$ cat src/rtl/uart6551_pkg.sv
`default_nettype none
// ============================================================================
// Package     : uart6551_pkg
// Description : Shared constants and the SBR divisor table for the 6551 ACIA
//               baud-rate generator.
//               DIV_W    - width of the divisor and of the generator count
//               PHASE_W  - width of the 16x bit-phase counters
//               BAUD_EXT - SBR code that selects the external 16x RxC clock
//               baud_div - SBR code -> XTAL_EN pulses per 16x tick
// Revision    : 1.0 - initial release
// ============================================================================
package uart6551_pkg;

    localparam int DIV_W   = 13;
    localparam int PHASE_W = 4;

    localparam logic [3:0] BAUD_EXT = 4'd0;

    // The ACIA clock divider delivers XTAL_EN at twice the crystal rate, so
    // every entry of the classic crystal divisor table (N) is doubled here.
    // The result is the number of XTAL_EN pulses per 16x tick. Code 0 has no
    // internal rate and returns 0.
    function automatic logic [DIV_W-1:0] baud_div(input logic [3:0] sel);
        logic [DIV_W-1:0] n;
        case (sel)
            4'd1:    n = 13'd2304;
            4'd2:    n = 13'd1536;
            4'd3:    n = 13'd1048;
            4'd4:    n = 13'd856;
            4'd5:    n = 13'd768;
            4'd6:    n = 13'd384;
            4'd7:    n = 13'd192;
            4'd8:    n = 13'd96;
            4'd9:    n = 13'd64;
            4'd10:   n = 13'd48;
            4'd11:   n = 13'd32;
            4'd12:   n = 13'd24;
            4'd13:   n = 13'd16;
            4'd14:   n = 13'd12;
            4'd15:   n = 13'd6;
            default: n = 13'd0;
        endcase
        // Largest N is 2304, so doubling never overflows 13 bits.
        return {n[DIV_W-2:0], 1'b0};
    endfunction

endpackage
`default_nettype wire

$ cat src/rtl/uart6551_phase16.sv
`default_nettype none
// ============================================================================
// Module      : uart6551_phase16
// Description : 4-bit bit-phase counter. Advances on each 16x tick and emits
//               a one-cycle pulse on the cycle after it wraps 15 -> 0.
//               A clear loads load_val and takes priority over a tick.
// Ports       : clk      - system clock
//               reset_n  - asynchronous active-low reset
//               tick     - 16x tick (advance by one)
//               clr      - restart phase: load load_val, suppress wrap
//               load_val - phase value loaded by clr
//               wrap     - one-cycle pulse following a 15 -> 0 wrap
// Revision    : 1.0 - initial release
// ============================================================================
module uart6551_phase16
    import uart6551_pkg::*;
(
    input  logic               clk,
    input  logic               reset_n,
    input  logic               tick,
    input  logic               clr,
    input  logic [PHASE_W-1:0] load_val,
    output logic               wrap
);

    localparam logic [PHASE_W-1:0] PHASE_ONE = PHASE_W'(1);
    localparam logic [PHASE_W-1:0] PHASE_MAX = '1;

    logic [PHASE_W-1:0] phase;

    always_ff @(posedge clk or negedge reset_n) begin
        if (!reset_n) begin
            phase <= '0;
            wrap  <= 1'b0;
        end else if (clr) begin
            // A restart discards a coincident tick, including one that would
            // otherwise have produced a wrap pulse.
            phase <= load_val;
            wrap  <= 1'b0;
        end else begin
            wrap <= tick && (phase == PHASE_MAX);
            if (tick) begin
                phase <= phase + PHASE_ONE;
            end
        end
    end

endmodule
`default_nettype wire

$ cat src/rtl/uart6551_baudgen.sv
`default_nettype none
// ============================================================================
// Module      : uart6551_baudgen
// Description : 6551 ACIA baud-rate generator. Divides the 3.6864 MHz
//               xtal_en stream by the SBR-selected divisor to form the
//               internal 16x tick, synchronises the external RxC pin into an
//               alternative 16x tick, selects tx/rx tick sources and derives
//               the tx bit tick and the mid-bit rx sample tick.
// Parameters  : SYNC_STAGES - flops in the rxc_pin synchroniser (>= 2)
//               RX_MID      - 16x ticks from rx_phase_clr to first sample
// Ports       : clk          - system clock
//               reset_n      - asynchronous active-low reset
//               xtal_en      - one-cycle enable at 3.6864 MHz
//               baud_sel     - SBR[3:0]; 0 selects the external RxC clock
//               rcs          - 1: rx from generator, 0: rx from RxC pin
//               rxc_pin      - external RxC level (asynchronous)
//               tx_phase_clr - restart tx bit phase
//               rx_phase_clr - restart rx bit phase (start-bit edge)
//               tx_16x_en    - one-cycle tx 16x tick
//               rx_16x_en    - one-cycle rx 16x tick
//               tx_bit_en    - one-cycle tick every 16th tx_16x_en
//               rx_sample_en - one-cycle mid-bit rx sample tick
//               rxc_out      - internal 16x clock level, ~50% duty
// Revision    : 1.0 - initial release
// ============================================================================
module uart6551_baudgen
    import uart6551_pkg::*;
#(
    parameter int SYNC_STAGES = 2,
    parameter int RX_MID      = 8
)
(
    input  logic       clk,
    input  logic       reset_n,
    input  logic       xtal_en,
    input  logic [3:0] baud_sel,
    input  logic       rcs,
    input  logic       rxc_pin,
    input  logic       tx_phase_clr,
    input  logic       rx_phase_clr,
    output logic       tx_16x_en,
    output logic       rx_16x_en,
    output logic       tx_bit_en,
    output logic       rx_sample_en,
    output logic       rxc_out
);

    localparam logic [DIV_W-1:0]   DIV_ONE = DIV_W'(1);
    // Starting the rx phase this far from the wrap puts the first sample
    // RX_MID ticks after the start-bit edge, i.e. mid-bit.
    localparam logic [PHASE_W-1:0] RX_LOAD = PHASE_W'(16 - RX_MID);

    // ------------------------------------------------------------------
    // Internal divisor
    // ------------------------------------------------------------------
    logic [3:0]       sel_q;
    logic             sel_change;
    logic             gen_on;
    logic [DIV_W-1:0] div;
    logic [DIV_W-1:0] last_cnt;
    logic [DIV_W-1:0] half_div;
    logic [DIV_W-1:0] count;
    logic             gen_tick;
    logic             rxc_q;

    assign div        = baud_div(sel_q);
    assign last_cnt   = div - DIV_ONE;
    assign half_div   = div >> 1;
    assign gen_on     = (sel_q != BAUD_EXT);
    // The divisor in use always follows the registered selection, so any
    // difference from the live input marks a rate change this cycle.
    assign sel_change = (baud_sel != sel_q);

    always_ff @(posedge clk or negedge reset_n) begin
        if (!reset_n) begin
            sel_q    <= BAUD_EXT;
            count    <= '0;
            gen_tick <= 1'b0;
            rxc_q    <= 1'b0;
        end else begin
            sel_q    <= baud_sel;
            gen_tick <= 1'b0;
            rxc_q    <= gen_on && (count >= half_div);
            if (sel_change || !gen_on) begin
                // A rate change restarts the divisor and drops any tick that
                // would have fallen on this cycle.
                count <= '0;
            end else if (xtal_en) begin
                if (count == last_cnt) begin
                    count    <= '0;
                    gen_tick <= 1'b1;
                end else begin
                    count <= count + DIV_ONE;
                end
            end
        end
    end

    assign rxc_out = rxc_q;

    // ------------------------------------------------------------------
    // External RxC path: synchronise, then register the rising edge.
    // Pin edge to ext_tick is SYNC_STAGES + 1 clocks.
    // ------------------------------------------------------------------
    logic [SYNC_STAGES-1:0] sync;
    logic                   sync_prev;
    logic                   ext_tick;

    always_ff @(posedge clk or negedge reset_n) begin
        if (!reset_n) begin
            sync      <= '0;
            sync_prev <= 1'b0;
            ext_tick  <= 1'b0;
        end else begin
            sync      <= {sync[SYNC_STAGES-2:0], rxc_pin};
            sync_prev <= sync[SYNC_STAGES-1];
            ext_tick  <= sync[SYNC_STAGES-1] && !sync_prev;
        end
    end

    // ------------------------------------------------------------------
    // Source selection. The transmitter always uses the external clock
    // when SBR is 0; the receiver additionally needs rcs to pick the
    // generator.
    // ------------------------------------------------------------------
    assign tx_16x_en = gen_on ? gen_tick : ext_tick;
    assign rx_16x_en = (rcs && gen_on) ? gen_tick : ext_tick;

    // ------------------------------------------------------------------
    // Bit-phase counters
    // ------------------------------------------------------------------
    uart6551_phase16 u_tx_phase (
        .clk      (clk),
        .reset_n  (reset_n),
        .tick     (tx_16x_en),
        .clr      (tx_phase_clr),
        .load_val ('0),
        .wrap     (tx_bit_en)
    );

    uart6551_phase16 u_rx_phase (
        .clk      (clk),
        .reset_n  (reset_n),
        .tick     (rx_16x_en),
        .clr      (rx_phase_clr),
        .load_val (RX_LOAD),
        .wrap     (rx_sample_en)
    );

endmodule
`default_nettype wire

$ cat config.mk
export PLATFORM = sky130hd
export DESIGN_NAME = uart6551_baudgen
export DESIGN_NICKNAME = d
export VERILOG_FILES = /design/src/rtl/uart6551_pkg.sv /design/src/rtl/uart6551_phase16.sv /design/src/rtl/uart6551_baudgen.sv
export SDC_FILE = /design/constraint.sdc
export NUM_CORES = 1
export LEC_CHECK = 0
export ABC_AREA = 1
export BUFFER_PORTS_ARGS = -buffer_cell sky130_fd_sc_hd__buf_2
export CAP_MARGIN = 10
export CORE_ASPECT_RATIO = 1.25
export CORE_MARGIN = 5
export CORE_UTILIZATION = 39
export CTS_BUF_LIST = sky130_fd_sc_hd__clkbuf_16
export CTS_CLUSTER_SIZE = 40
export DETAILED_ROUTE_END_ITERATION = 8
export MAX_ROUTING_LAYER = met4
export SKIP_CTS_REPAIR_TIMING = 1
export SYNTH_ARGS = -nofsm -noshare
export SYNTH_HDL_FRONTEND = slang
export SYNTH_HIERARCHICAL = 1
export SYNTH_SLANG_ARGS = --single-unit
$ cat constraint.sdc
create_clock -name clk -period 3 [get_ports clk]
set_input_delay 0.15 -clock clk [delete_from_list [all_inputs] [get_ports clk]]
set_output_delay 0.15 -clock clk [all_outputs]
set_load 0.05 [all_outputs]
==> impl_metrics.tcl <==
set metrics [dict create \
    fillers 726 \
    synth.distinct_cells 36 \
    clock_sinks 33 \
    max_freq_ghz 0.372 \
    numCtsBuffers 5 \
    synth_top_area_cell "dfrtp_1" \
    timing.critical_path.arrival_ns 2.54 \
    path_cells "inv_1 > ha_1 > inv_1 > nor3_1 > inv_1 > nand2_1 > o21ai_0 > buf_2" \
    synth_area_leaders "dfrtp_1 (29%), nand2_1 (14%), ha_1 (10%), inv_1 (6.2%), nand3_1 (5.1%)" \
    portBuffers 15 \
    via_count 2397 \
    power_density_nw_per_um2 385 \
    route.antenna.remaining_nets 0 \
    maxSlewHeadroom_pct 43.9 \
    placedCellCount 499 \
    ys_seq_area_share_pct 29.1 \
    netlist_area_um2 2840 \
    pin_count 16 \
    crit_path_top_delay_cell "o21ai_0" \
    status "finished, violations left" \
    yosys.area.top_type_share_pct 29.1 \
    finalCritPeriodShare_pct 89.5 \
    routed_wl_um 5930 \
    dieArea_um2 9090 \
    leakage_nw 1.61 \
    finClkSkew_ns 0.00373 \
    max_stage_delay_ns 0.60 \
    whs_ns -0.0583 \
    setup_violations 0 \
    nNetsFinal 452 \
    viasPerCell 4.71 \
    dr.pass1.iters 5 \
    grt_use_total_pct 14.5 \
    layout-drive-gt1-share_pct 16.7 \
    cts.path.max_buffers 2 \
    fp-row-count 34 \
    worst_pin_slew_ns 0.838 \
    antenna_found_initial 0 \
    grt_max_degree 34 \
    period_needed_ns 2.69 \
    clk_pin_slew_worst_paths_ns 0.06 \
    ys_warn_count 6 \
    violations "negative hold slack" \
    start_util_pct 40.4 \
    crit_fanout 7 \
    die-width_um 86.3 \
    place_congestion 0.826 \
    drc 0 \
    crit_type "flip-flop to output port" \
    hold_viol_final 33 \
    avgRoutedWirePerCell_um 11.6 \
    area_growth_pct 11.0 \
    coreArea_um2 7020 \
    power_mw 1.21 \
    crit_path_start_kind "flip-flop" \
    syn_area_per_cell_um2 7.16 \
    grt_overflow 0 \
    cts_root_buf "clkbuf_16" \
    hp-class "input port to asynchronous set/reset pin" \
    ys_ff_latch 33 \
    die_h_um 105 \
    drv_slew 0 \
    cts_tree "done" \
    hpwlAfterDp_um 4700 \
    htree_levels 2 \
    drtIter0Drc 82 \
    grt_pass1_vias 2309 \
    synth_cells 396 \
    grt_pass1_wl_um 10500 \
    critPathRequiredTime_ns 2.85 \
    clk_latency_ns 0.28 \
    crit_top_cell "inv_1" \
    diodes 0 \
    tns_ns 0 \
    vdd_drop_max_mv 0.399 \
    end_kind "output port" \
    rsz0062_at_grt "no" \
    drv_cap 0 \
    finalNonFillerCells 509 \
]
==> final timing paths <==
kind,from,to,slack [ns],cells past startpoint
min in group clk,baud_sel[3],sel_q[3]$_DFF_PN0_,0,1
worst min register to register,sync[0]$_DFF_PN0_,sync[1]$_DFF_PN0_,0.36,0
max in group asynchronous,reset_n,sel_q[2]$_DFF_PN0_,2.58,1
worst min-delay path,reset_n,u_tx_phase/wrap$_DFF_PN0_,-0.06,1
worst max register to register,sel_q[1]$_DFF_PN0_,count[11]$_DFFE_PN0P_,0.34,18
worst max-delay path,sel_q[0]$_DFF_PN0_,rx_16x_en,0.31,8
==> cell usage after synthesis <==
cell type  count
o21ai_0       10
o21ai_1        2
nor4_1         2
a31oi_1        1
nor2_4         5
nor3_2         1
inv_1         47
clkbuf_1       2
nor2_2         5
nand2_4        2
nand3_4        3
nor3b_1        3
xor2_1        11
buf_6          5
buf_2          2
o22ai_1        1
a221oi_1       1
nor3_1         7
a211o_1        1
a21boi_0       4
a21o_1         1
dfrtp_1       33
nand2_1      108
nand2_2       17
a21oi_1        8
o211ai_1       3
conb_1         2
nand3b_1       1
nand3_2        5
nand3_1       29
nand4_1        4
nor2_1        36
buf_4          1
inv_2          7
xnor2_1        3
ha_1          23
==> logic make-up (layout without fill, tap and decap cells) <==
family / Yosys count / after routing / synth area share (%)
and+or+nand+nor: 228 / 228 / 39.4
buffers and inverters: 64 / 81 / 10.0
DFF: 33 / 33 / 29.1
AOI/OAI and AO/OA: 32 / 32 / 6.71
adders and majority gates: 23 / 23 / 10.2
xor gates and xnor gates: 14 / 14 / 4.32
other: 2 / 8 / 0.265
==> cell usage in the layout (no fill, tap or decap) <==
master,Yosys,layout
inv_1,47,47
nor3_2,1,1
nor2_4,5,5
nor3b_1,3,3
nand3_2,5,5
nand4_1,4,4
o22ai_1,1,1
a31oi_1,1,1
a21boi_0,4,4
a211o_1,1,1
a221oi_1,1,1
nand3_1,29,29
nand2_1,108,108
inv_2,7,7
nand3_4,3,3
o211ai_1,3,3
o21ai_0,10,10
nor4_1,2,2
nor2_1,36,36
o21ai_1,2,2
xor2_1,11,11
nand2_2,17,17
nand3b_1,1,1
clkbuf_16,0,5
clkinvlp_4,0,3
buf_2,2,15
a21oi_1,8,8
ha_1,23,23
xnor2_1,3,3
a21o_1,1,1
dfrtp_1,33,33
buf_4,1,2
nor2_2,5,5
conb_1,2,8
dlygate4sd3_1,0,2
nor3_1,7,7
nand2_4,2,2
==> flip-flops by register name (all words and copies together) (netlist names) <==
name              cells
rxc_out               1
u_tx_phase/wrap       1
sel_q                 4
gen_tick              1
u_rx_phase/wrap       1
u_rx_phase/phase      4
count                13
ext_tick              1
u_tx_phase/phase      4
sync                  2
sync_prev             1
==> layer usage <==
| metal | vias to the layer above | share of wire [%] | track usage [%] |
|---|---|---|---|
| met4 | 0 | 2.9 | 5.90 |
| li1 | 1286 | - | - |
| met2 | 33 | 49 | 24.1 |
| met5 | - | 0 | - |
| met3 | 11 | 2.3 | 1.95 |
| met1 | 1067 | 46 | 17.6 |
==> critical path, delay by kind of cell, from the launching register on <==
| family | cells | cell delay [ns] |
|---|---|---|
| and+or+nand+nor | 2 | 0.20 |
| buffers and inverters | 4 | 0.79 |
| AOI/OAI and AO/OA | 1 | 0.60 |
| DFF | 1 | 0.45 |
| adders and majority gates | 1 | 0.22 |
==> area by class of cell <==
class	instances	area (um^2)	share of cell area, %
inverters	54	203	6.44
multi-input cells	305	1750	55.5
repair buffers	19	110	3.50
clock buffers	5	125	3.98
well taps	90	113	3.58
flip-flops and latches	33	826	26.2
clock inverters	3	22.5	0.716
==> through the flow <==
step | area, um^2 | hold slack (ns) | utilization [%] | setup WS [ns]
after floorplan | 2860 | -0.146 | - | 0.0188
after global placement | 2980 | 0.259 | 42.4 | 0.331
after detailed placement | 2980 | 0.265 | 42.4 | 0.315
after CTS | 3130 | -0.0317 | 44.5 | 0.299
after global routing | 3150 | 0.00638 | 44.8 | 0.0566
final | 3150 | -0.0583 | 44.8 | 0.315
==> where the power goes <==
| part | switching [mW] | total (mW) | internal (mW) |
|---|---|---|---|
| combinational | 0.145 | 0.223 | 0.0779 |
| sequential | 0.0213 | 0.485 | 0.464 |
| clock | 0.196 | 0.503 | 0.307 |
Power figures use the tool's default switching activity.
